$ cat config.mk
export PLATFORM = sky130hd
export DESIGN_NAME = writeback_arbiter_flat
export DESIGN_NICKNAME = d
export VERILOG_FILES = /design/src/rtl/writeback_arbiter_if.sv /design/src/rtl/writeback_arbiter.sv /design/src/flat_wrapper.sv
export SDC_FILE = /design/constraint.sdc
export NUM_CORES = 1
export LEC_CHECK = 0
export ABC_AREA = 1
export CORE_ASPECT_RATIO = 0.75
export CORE_MARGIN = 3
export CORE_UTILIZATION = 38
export DETAILED_ROUTE_END_ITERATION = 8
export GPL_ROUTABILITY_DRIVEN = 0
export PLACE_DENSITY = 0.79
export SLEW_MARGIN = 10
export SYNTH_ARGS = -nofsm -noshare
export SYNTH_HDL_FRONTEND = slang
export SYNTH_SLANG_ARGS = --single-unit
$ cat constraint.sdc
create_clock -name clk -period 1.4 [get_ports clk]
set_clock_uncertainty 0.15 [all_clocks]
set_input_delay 0.28 -clock clk [delete_from_list [all_inputs] [get_ports clk]]
set_output_delay 0.28 -clock clk [all_outputs]
set_load 0.005 [all_outputs]
$ cat src/rtl/writeback_arbiter_if.sv
// Writeback bundle: two execute-pipe producers plus the
// register-file write port, retire count and source tag.
interface writeback_arbiter_if #(
  parameter int p_data_bits = 32,
  parameter int p_cnt_bits  = 32
);
  logic                   X0_val;
  logic                   X0_rdy;
  logic [4:0]             X0_waddr;
  logic [p_data_bits-1:0] X0_wdata;
  logic                   X0_wen;

  logic                   X1_val;
  logic                   X1_rdy;
  logic [4:0]             X1_waddr;
  logic [p_data_bits-1:0] X1_wdata;
  logic                   X1_wen;

  logic                   rf_wen;
  logic [4:0]             rf_waddr;
  logic [p_data_bits-1:0] rf_wdata;
  logic [p_cnt_bits-1:0]  retire_cnt;
  logic                   last_src;

  modport master (
    output X0_val, X0_waddr, X0_wdata, X0_wen,
    output X1_val, X1_waddr, X1_wdata, X1_wen,
    input  X0_rdy, X1_rdy,
    input  rf_wen, rf_waddr, rf_wdata,
    input  retire_cnt, last_src
  );

  modport slave (
    input  X0_val, X0_waddr, X0_wdata, X0_wen,
    input  X1_val, X1_waddr, X1_wdata, X1_wen,
    output X0_rdy, X1_rdy,
    output rf_wen, rf_waddr, rf_wdata,
    output retire_cnt, last_src
  );
endinterface

$ cat src/rtl/writeback_arbiter.sv
// Round-robin writeback arbiter: merges two execute pipes
// into one registered register-file write port.
module writeback_arbiter #(
  parameter int p_data_bits = 32,
  parameter int p_cnt_bits  = 32
) (
  input  logic               clk,
  input  logic               rst,
  writeback_arbiter_if.slave bus
);

  logic                   grant0;
  logic                   grant1;

  logic                   ptr_q, ptr_d;
  logic                   rf_wen_q, rf_wen_d;
  logic [4:0]             rf_waddr_q, rf_waddr_d;
  logic [p_data_bits-1:0] rf_wdata_q, rf_wdata_d;
  logic                   last_src_q, last_src_d;
  logic [p_cnt_bits-1:0]  cnt_q, cnt_d;

  // Pointer only breaks ties; a lone requester always wins.
  always_comb begin
    grant0 = bus.X0_val & (~bus.X1_val | ~ptr_q);
    grant1 = bus.X1_val & (~bus.X0_val | ptr_q);
  end

  assign bus.X0_rdy = rst & grant0;
  assign bus.X1_rdy = rst & grant1;

  always_comb begin
    ptr_d      = ptr_q;
    rf_wen_d   = 1'b0;
    rf_waddr_d = rf_waddr_q;
    rf_wdata_d = rf_wdata_q;
    last_src_d = last_src_q;
    cnt_d      = cnt_q;
    unique case (1'b1)
      grant0: begin
        ptr_d      = 1'b1;
        rf_wen_d   = bus.X0_wen & (|bus.X0_waddr);
        rf_waddr_d = bus.X0_waddr;
        rf_wdata_d = bus.X0_wdata;
        last_src_d = 1'b0;
        cnt_d      = cnt_q + 1'b1;
      end
      grant1: begin
        ptr_d      = 1'b0;
        rf_wen_d   = bus.X1_wen & (|bus.X1_waddr);
        rf_waddr_d = bus.X1_waddr;
        rf_wdata_d = bus.X1_wdata;
        last_src_d = 1'b1;
        cnt_d      = cnt_q + 1'b1;
      end
      default: ;
    endcase
  end

  always_ff @(posedge clk or negedge rst) begin
    if (!rst) begin
      ptr_q      <= 1'b0;
      rf_wen_q   <= 1'b0;
      rf_waddr_q <= '0;
      rf_wdata_q <= '0;
      last_src_q <= 1'b0;
      cnt_q      <= '0;
    end else begin
      ptr_q      <= ptr_d;
      rf_wen_q   <= rf_wen_d;
      rf_waddr_q <= rf_waddr_d;
      rf_wdata_q <= rf_wdata_d;
      last_src_q <= last_src_d;
      cnt_q      <= cnt_d;
    end
  end

  assign bus.rf_wen     = rf_wen_q;
  assign bus.rf_waddr   = rf_waddr_q;
  assign bus.rf_wdata   = rf_wdata_q;
  assign bus.last_src   = last_src_q;
  assign bus.retire_cnt = cnt_q;

endmodule

$ cat src/flat_wrapper.sv
// flat-port wrapper written by rule: the top's interface ports become plain ports
module writeback_arbiter_flat 
#(
  parameter int p_data_bits = 32,
  parameter int p_cnt_bits  = 32
)
  (clk, rst, bus_X0_val, bus_X0_waddr, bus_X0_wdata, bus_X0_wen, bus_X1_val, bus_X1_waddr, bus_X1_wdata, bus_X1_wen, bus_X0_rdy, bus_X1_rdy, bus_rf_wen, bus_rf_waddr, bus_rf_wdata, bus_retire_cnt, bus_last_src);
  writeback_arbiter_if #(.p_data_bits(p_data_bits), .p_cnt_bits(p_cnt_bits)) bus_i ();
  input  logic clk;
  input  logic rst;
  input wire logic [$bits(bus_i.X0_val)-1:0] bus_X0_val;
  input wire logic [$bits(bus_i.X0_waddr)-1:0] bus_X0_waddr;
  input wire logic [$bits(bus_i.X0_wdata)-1:0] bus_X0_wdata;
  input wire logic [$bits(bus_i.X0_wen)-1:0] bus_X0_wen;
  input wire logic [$bits(bus_i.X1_val)-1:0] bus_X1_val;
  input wire logic [$bits(bus_i.X1_waddr)-1:0] bus_X1_waddr;
  input wire logic [$bits(bus_i.X1_wdata)-1:0] bus_X1_wdata;
  input wire logic [$bits(bus_i.X1_wen)-1:0] bus_X1_wen;
  output wire logic [$bits(bus_i.X0_rdy)-1:0] bus_X0_rdy;
  output wire logic [$bits(bus_i.X1_rdy)-1:0] bus_X1_rdy;
  output wire logic [$bits(bus_i.rf_wen)-1:0] bus_rf_wen;
  output wire logic [$bits(bus_i.rf_waddr)-1:0] bus_rf_waddr;
  output wire logic [$bits(bus_i.rf_wdata)-1:0] bus_rf_wdata;
  output wire logic [$bits(bus_i.retire_cnt)-1:0] bus_retire_cnt;
  output wire logic [$bits(bus_i.last_src)-1:0] bus_last_src;
  assign bus_i.X0_val = bus_X0_val;
  assign bus_i.X0_waddr = bus_X0_waddr;
  assign bus_i.X0_wdata = bus_X0_wdata;
  assign bus_i.X0_wen = bus_X0_wen;
  assign bus_i.X1_val = bus_X1_val;
  assign bus_i.X1_waddr = bus_X1_waddr;
  assign bus_i.X1_wdata = bus_X1_wdata;
  assign bus_i.X1_wen = bus_X1_wen;
  assign bus_X0_rdy = bus_i.X0_rdy;
  assign bus_X1_rdy = bus_i.X1_rdy;
  assign bus_rf_wen = bus_i.rf_wen;
  assign bus_rf_waddr = bus_i.rf_waddr;
  assign bus_rf_wdata = bus_i.rf_wdata;
  assign bus_retire_cnt = bus_i.retire_cnt;
  assign bus_last_src = bus_i.last_src;
  writeback_arbiter #(.p_data_bits(p_data_bits), .p_cnt_bits(p_cnt_bits)) u_core (.clk(clk), .rst(rst), .bus(bus_i));
endmodule
==> results of run 1 <==
==> cells in the mapped netlist <==
| library cell | n | area, um^2 |
|---|---|---|
| nand2_1 | 185 | 694.4 |
| dfrtp_1 | 72 | 1802 |
| nand3_1 | 50 | 250.2 |
| inv_1 | 34 | 127.6 |
| nor2_1 | 33 | 123.9 |
| xor2_1 | 12 | 105.1 |
| xnor2_1 | 10 | 87.58 |
| nand4_1 | 8 | 50.05 |
| buf_2 | 6 | 30.03 |
| clkbuf_1 | 4 | 15.01 |
| nor2_4 | 4 | 45.04 |
| nor3_1 | 4 | 20.02 |
| nand3_2 | 3 | 30.03 |
| nand3b_1 | 3 | 22.52 |
| buf_4 | 2 | 15.01 |
| inv_2 | 2 | 7.510 |
| nor2_2 | 2 | 12.51 |
| o21ai_0 | 2 | 10.01 |
| and2_1 | 1 | 6.260 |
| and3_1 | 1 | 6.260 |
| ha_1 | 1 | 12.51 |
| nand2_2 | 1 | 6.260 |
| nand2_4 | 1 | 11.26 |
| nor2_8 | 1 | 20.02 |
| nor3_2 | 1 | 10.01 |
| o21ai_1 | 1 | 5.000 |
==> critical path, delay by kind of cell, from the launching register on <==
kind	cells	cell delay, ns
xor+xnor	1	0.13
flops	1	0.38
fa+ha+maj	1	0.15
buf+inv	2	0.34
simple gates	3	0.41
==> flip-flops by register name (all words and copies together), names as in the netlist <==
name and count:
u_core.bus.last_src 1, u_core.bus.retire_cnt 32, u_core.bus.rf_waddr 5, u_core.bus.rf_wdata 32, u_core.bus.rf_wen 1, u_core.ptr_q 1
==> report_power, final <==
part	internal (mW)	leakage [nW]	switching, mW
clock network	1.73	0.159	0.882
registers	2.34	0.892	0.192
logic	1.30	2.19	0.993
==> stage by stage <==
stage               TNS [ns]  power (mW)  hold slack (ns)
detailed placement    -36.78       4.281           0.3331
CTS                   -3.266       7.164          0.08097
global placement      -33.70       4.229           0.3291
floorplan            -0.4551       3.102          -0.1656
finish                -5.151       7.432          0.02380
global route          -6.977       7.747           0.1213
==> layout make-up <==
cell class	count	area, um^2	share of cell area (%)
Sequential cell	72	1807	27.14
Clock inverter	5	106.4	1.598
Multi-Input combinational cell	324	1828	27.46
Timing Repair Buffer	255	2389	35.88
Clock buffer	10	229.0	3.440
Tap cell	124	155.1	2.331
Inverter	36	142.6	2.143
==> path summary, 6_finish.rpt <==
path | startpoint | to | slack, ns | depth (start not counted)
worst max-delay path | u_core.bus.retire_cnt[1]$_DFFE_PN0P_ | u_core.bus.retire_cnt[14]$_DFFE_PN0P_ | -0.28 | 7
worst min-delay path | rst | u_core.bus.retire_cnt[6]$_DFFE_PN0P_ | 0.02 | 2
worst max register to register | u_core.bus.retire_cnt[1]$_DFFE_PN0P_ | u_core.bus.retire_cnt[14]$_DFFE_PN0P_ | -0.28 | 7
worst min register to register | u_core.bus.rf_wdata[2]$_DFFE_PN0P_ | u_core.bus.rf_wdata[2]$_DFFE_PN0P_ | 0.35 | 2
max in group asynchronous | rst | u_core.bus.retire_cnt[15]$_DFFE_PN0P_ | 0.37 | 2
min in group clk | u_core.bus.rf_wdata[2]$_DFFE_PN0P_ | u_core.bus.rf_wdata[2]$_DFFE_PN0P_ | 0.35 | 2
==> logic make-up after synthesis <==
kind of cell | share of synthesized area [%]
AND/OR/NAND/NOR | 37.12
flip-flops | 51.10
buffers and inverters | 5.536
XOR/XNOR | 5.465
AO/OA/AOI/OAI | 0.4257
adder cells (fa/ha/maj) | 0.3548
==> per-layer routing <==
metal	global-route usage (%)	up-vias	share of wire, %
met1	27.78	1974	37
met5	0	-	0
met4	8.542	0	3.6
met3	9.743	47	8.9
li1	-	1890	-
met2	42.97	234	51
==> timing repair <==
action                     4_1_cts  5_1_grt
pin swaps                       30       22
setup buffers                   50       19
setup endpoints to repair      144      100
cloned                           0        1
gates resized for setup        227       90
==> metrics, run 1 <==
register area share after synthesis=51.10%; CP required=1.47 ns; clk sinks=72; Clock Pin Slew Worst Setup and Hold Paths=0.06 ns; dpl ws=-0.6562 ns; final antenna-violating net count=0; initial antenna violation count=0; worst setup path class=flip-flop to flip-flop; outcome=finished with violations; Inst Count DP=753; core area=0.008745 mm^2; critical-path cell list=buf_6 -> ha_4 -> nand3_2 -> nor2_4 -> nand4_1 -> buf_4 -> xnor2_2; pin count of the biggest net entering global routing=73; Vias/cell=5.018; Mapped Nets=525; Hold WC Path Type=primary input to asynchronous set/reset pin; DRC violations left=0; dpl hpwl=8549 um; most frequent cells in the layout=nand2_1, clkdlybuf4s50_1, buf_4; Core Util, Final=76.12%; root cell of the clock tree=clkbuf_16; most common cell after layout, fill and taps aside=nand2_1; drt first pass iters=5; cts-stage hold buffer count=0; Rows=29; Diodes inserted=0; Die Y=89.42 um; f_max=595.8 MHz; H-tree depth=3; Die W=117.2 um; Netlist cell types=26; WL per Instance=17.04 um; Gate Count Post-Synth=444; I/O Buffers=152; maximum vdd drop=0.6422 mV; DRT Wirelength=14080 um; Slew HR=37.09%; CTS tree=done; Leak=3.245 nW; post-route insts no fill=826; Setup crit end kind=flip-flop; share of layout cells above drive strength 1=31.62%; RSZ-0062 raised after global routing=true; Via Count=4145; Max-Cap Viols=0; period utilisation layout=119.9%; Critical Path Start Type=flip-flop; Num CTS Buffers=9; placed inst area=0.005514 mm^2; #FFs+latches synth=72; Ports=153; Syn Area/Cell=7.941 um^2; GR Overflow Total=0; final worst setup slack=-0.2785 ns; die area=0.01048 mm^2; FILL cells=563; initial core utilization=40.32%; NumNets Final=779; vias in the first global route=4125; Pwr Density=1117 mW/mm^2; Data arrival, critical path=1.75 ns; Max Fanout on Critical Path=3; failing checks=negative setup slack; Synthesis Warnings=0; first-pass GRT wire length=19890 um; count of final setup violators=33; crit-path max cell delay=0.38 ns; Final Hold Fails=0; Iteration-0 DRC Markers=229; Slew Limit Fails=0; mapped cell area=0.003526 mm^2; overall routing resource usage=24.71%; Worst-Margin Slew=0.9437 ns; layout overhead on the synthesized area=88.79%; Clock Tree Buf Depth=2; final instance area=0.006656 mm^2; Tmin final=1.678 ns; latest clock arrival within the worst-skew pair=0.33 ns; CP max-delay cell=dfrtp_1
(Power assumes the default switching activity.)
==> run 2: changes to the inputs <==
Settings changed: CORE_MARGIN 3 to 8, CTS_CLUSTER_DIAMETER set to 80, TNS_END_PERCENT set to 100.
==> metrics, run 2 (synthesis results as in run 1) <==
clk sinks=72; RSZ-0062 raised after global routing=true; reg-to-reg endpoint=u_core.bus.retire_cnt[20]$_DFFE_PN0P_; Iteration-0 DRC Markers=207; Ports=153; Data arrival, critical path=1.80 ns; latest clock arrival within the worst-skew pair=0.34 ns; count of final setup violators=74; Hold WC Path Type=primary input to asynchronous set/reset pin; worst setup path class=flip-flop to flip-flop; initial antenna violation count=0; final worst setup slack=-0.3024 ns; Clock Tree Buf Depth=2; DRT Wirelength=14800 um; Critical Path Start Type=flip-flop; dpl hpwl=9126 um; final antenna-violating net count=0; Final Hold Fails=0; Pwr Density=1092 mW/mm^2; WL per Instance=17.73 um; Via Count=4112; Worst R2R Path Depth=8; failing checks=negative setup slack; H-tree depth=3; outcome=finished with violations; critical-path cell list=buf_6 -> ha_4 -> nand2_4 -> nor2_4 -> nand3_4 -> nor2_4 -> nand2_2 -> xnor2_1; CP most frequent cell=nor2_4; pin count of the biggest net entering global routing=73; root cell of the clock tree=clkbuf_16; first-pass GRT wire length=22180 um; dpl ws=-0.6342 ns; Inst Count DP=756; Vias/cell=4.925; Top Family by Delay on Critical Path=simple AND/OR/NAND/NOR gates; post-route insts no fill=835; period utilisation layout=121.6%; GR Overflow Total=0; share of layout cells above drive strength 1=41.58%; maximum vdd drop=0.6019 mV; Max-Cap Viols=0; crit-path max cell delay=0.37 ns; CP max-delay cell=dfrtp_1; f_max=587.4 MHz; Clock Pin Slew Worst Setup and Hold Paths=0.06 ns; Diodes inserted=0; Setup crit end kind=flip-flop; Max Fanout on Critical Path=4; layout overhead on the synthesized area=98.54%; R2R setup slack=-0.30 ns; cts-stage hold buffer count=0; die area=0.01265 mm^2; Core Util, Final=77.39%; Slew Limit Fails=0; Rows=30; number of cells on the critical path=8; Slew HR=38.97%; Leak=3.510 nW; initial core utilization=38.98%; I/O Buffers=152; worst r2r src=u_core.bus.retire_cnt[0]$_DFFE_PN0P_; drt first pass iters=5; DRC violations left=0; core area=0.009046 mm^2; most frequent cells in the layout=nand2_1, clkdlybuf4s50_1, buf_4; Tmin final=1.702 ns; most common cell after layout, fill and taps aside=nand2_1; NumNets Final=783; Critical Path End=u_core.bus.retire_cnt[20]$_DFFE_PN0P_; Num CTS Buffers=9; vias in the first global route=4456; CP Launch Point=u_core.bus.retire_cnt[0]$_DFFE_PN0P_; Die W=127.2 um; CP required=1.49 ns; CTS tree=done; Die Y=99.42 um; Worst-Margin Slew=0.9155 ns; CP Buf/Inv Count=1; overall routing resource usage=22.27%; FILL cells=551
==> run 2: changes by cell type in the layout (fill, tap and decap cells not counted), sizes merged <==
cell,change
buf,+2
bufinv,-2
clkbuf,+9
clkdlybuf4s15,-7
clkinv,-1
clkinvlp,+3
inv,+1
==> run 2: worst reg2reg max path: stages (launching register included) <==
cell and delay, ns:
dfrtp_1 0.37, buf_6 0.12, ha_4 0.18, nand2_4 0.06, nor2_4 0.13, nand3_4 0.10, nor2_4 0.22, nand2_2 0.09
xnor2_1 0.19
==> run 2: layout make-up <==
type                    count  area [um^2]  share of cell area, %
clock buffers              10        229.0                  3.271
clock inverters             6        68.82                 0.9830
inverters                  36        145.1                  2.073
multi-input cells         324         2185                  31.21
flip-flops and latches     72         1804                  25.77
well taps                 128        160.2                  2.288
repair buffers            259         2409                  34.41
==> run 2: repair_timing <==
action                     in CTS  in global routing
gates resized for setup       306                116
gates cloned                    3                  0
setup endpoints to repair     143                108
pin swaps                      47                 42
buffers inserted               51                 25
==> run 2: per-stage QoR <==
step / instance area, um^2 / hold WS (ns) / TNS (ns) / total power, mW
3_3_place_gp: 5512 / 0.3277 / -34.65 / 4.245
6_report: 7000 / 0.03217 / -8.241 / 7.645
3_5_place_dp: 5512 / 0.3334 / -36.61 / 4.284
5_1_grt: 7000 / 0.1349 / -11.93 / 7.953
4_1_cts: 6699 / 0.08323 / -4.464 / 7.221
2_1_floorplan: 3546 / -0.1656 / -0.4551 / 3.102
==> run 2: how the worst min path moves through the flow <==
stage                                                 end  cells past startpoint                                start
floorplan                 u_core.bus.last_src$_DFFE_PN0P_                      0                                  rst
global placement                 u_core.ptr_q$_DFFE_PN0P_                      2             u_core.ptr_q$_DFFE_PN0P_
detailed placement    u_core.bus.rf_wdata[12]$_DFFE_PN0P_                      2  u_core.bus.rf_wdata[12]$_DFFE_PN0P_
CTS                   u_core.bus.rf_wdata[30]$_DFFE_PN0P_                      2                                  rst
global route        u_core.bus.retire_cnt[19]$_DFFE_PN0P_                      2                                  rst
finish               u_core.bus.retire_cnt[7]$_DFFE_PN0P_                      2                                  rst
==> run 2: routing by layer <==
metal  track usage [%]  up-vias  wire (um)
met5                 0        -          0
met4             7.566        0        299
met3             9.781       29       1379
met2             38.74      176       7546
met1             23.71     2009       5578
li1                  -     1898          -
==> run 2: report_power, final <==
part	switching [mW]	leakage, nW	internal (mW)
clock network	0.938	0.131	1.39
registers	0.184	0.894	2.34
logic	1.24	2.48	1.56
==> run 3: changes to the inputs <==
Settings changed: TNS_END_PERCENT 100 to not set.
==> results of run 3 <==
Final layout, timing and power as in run 2 (identical DEF).
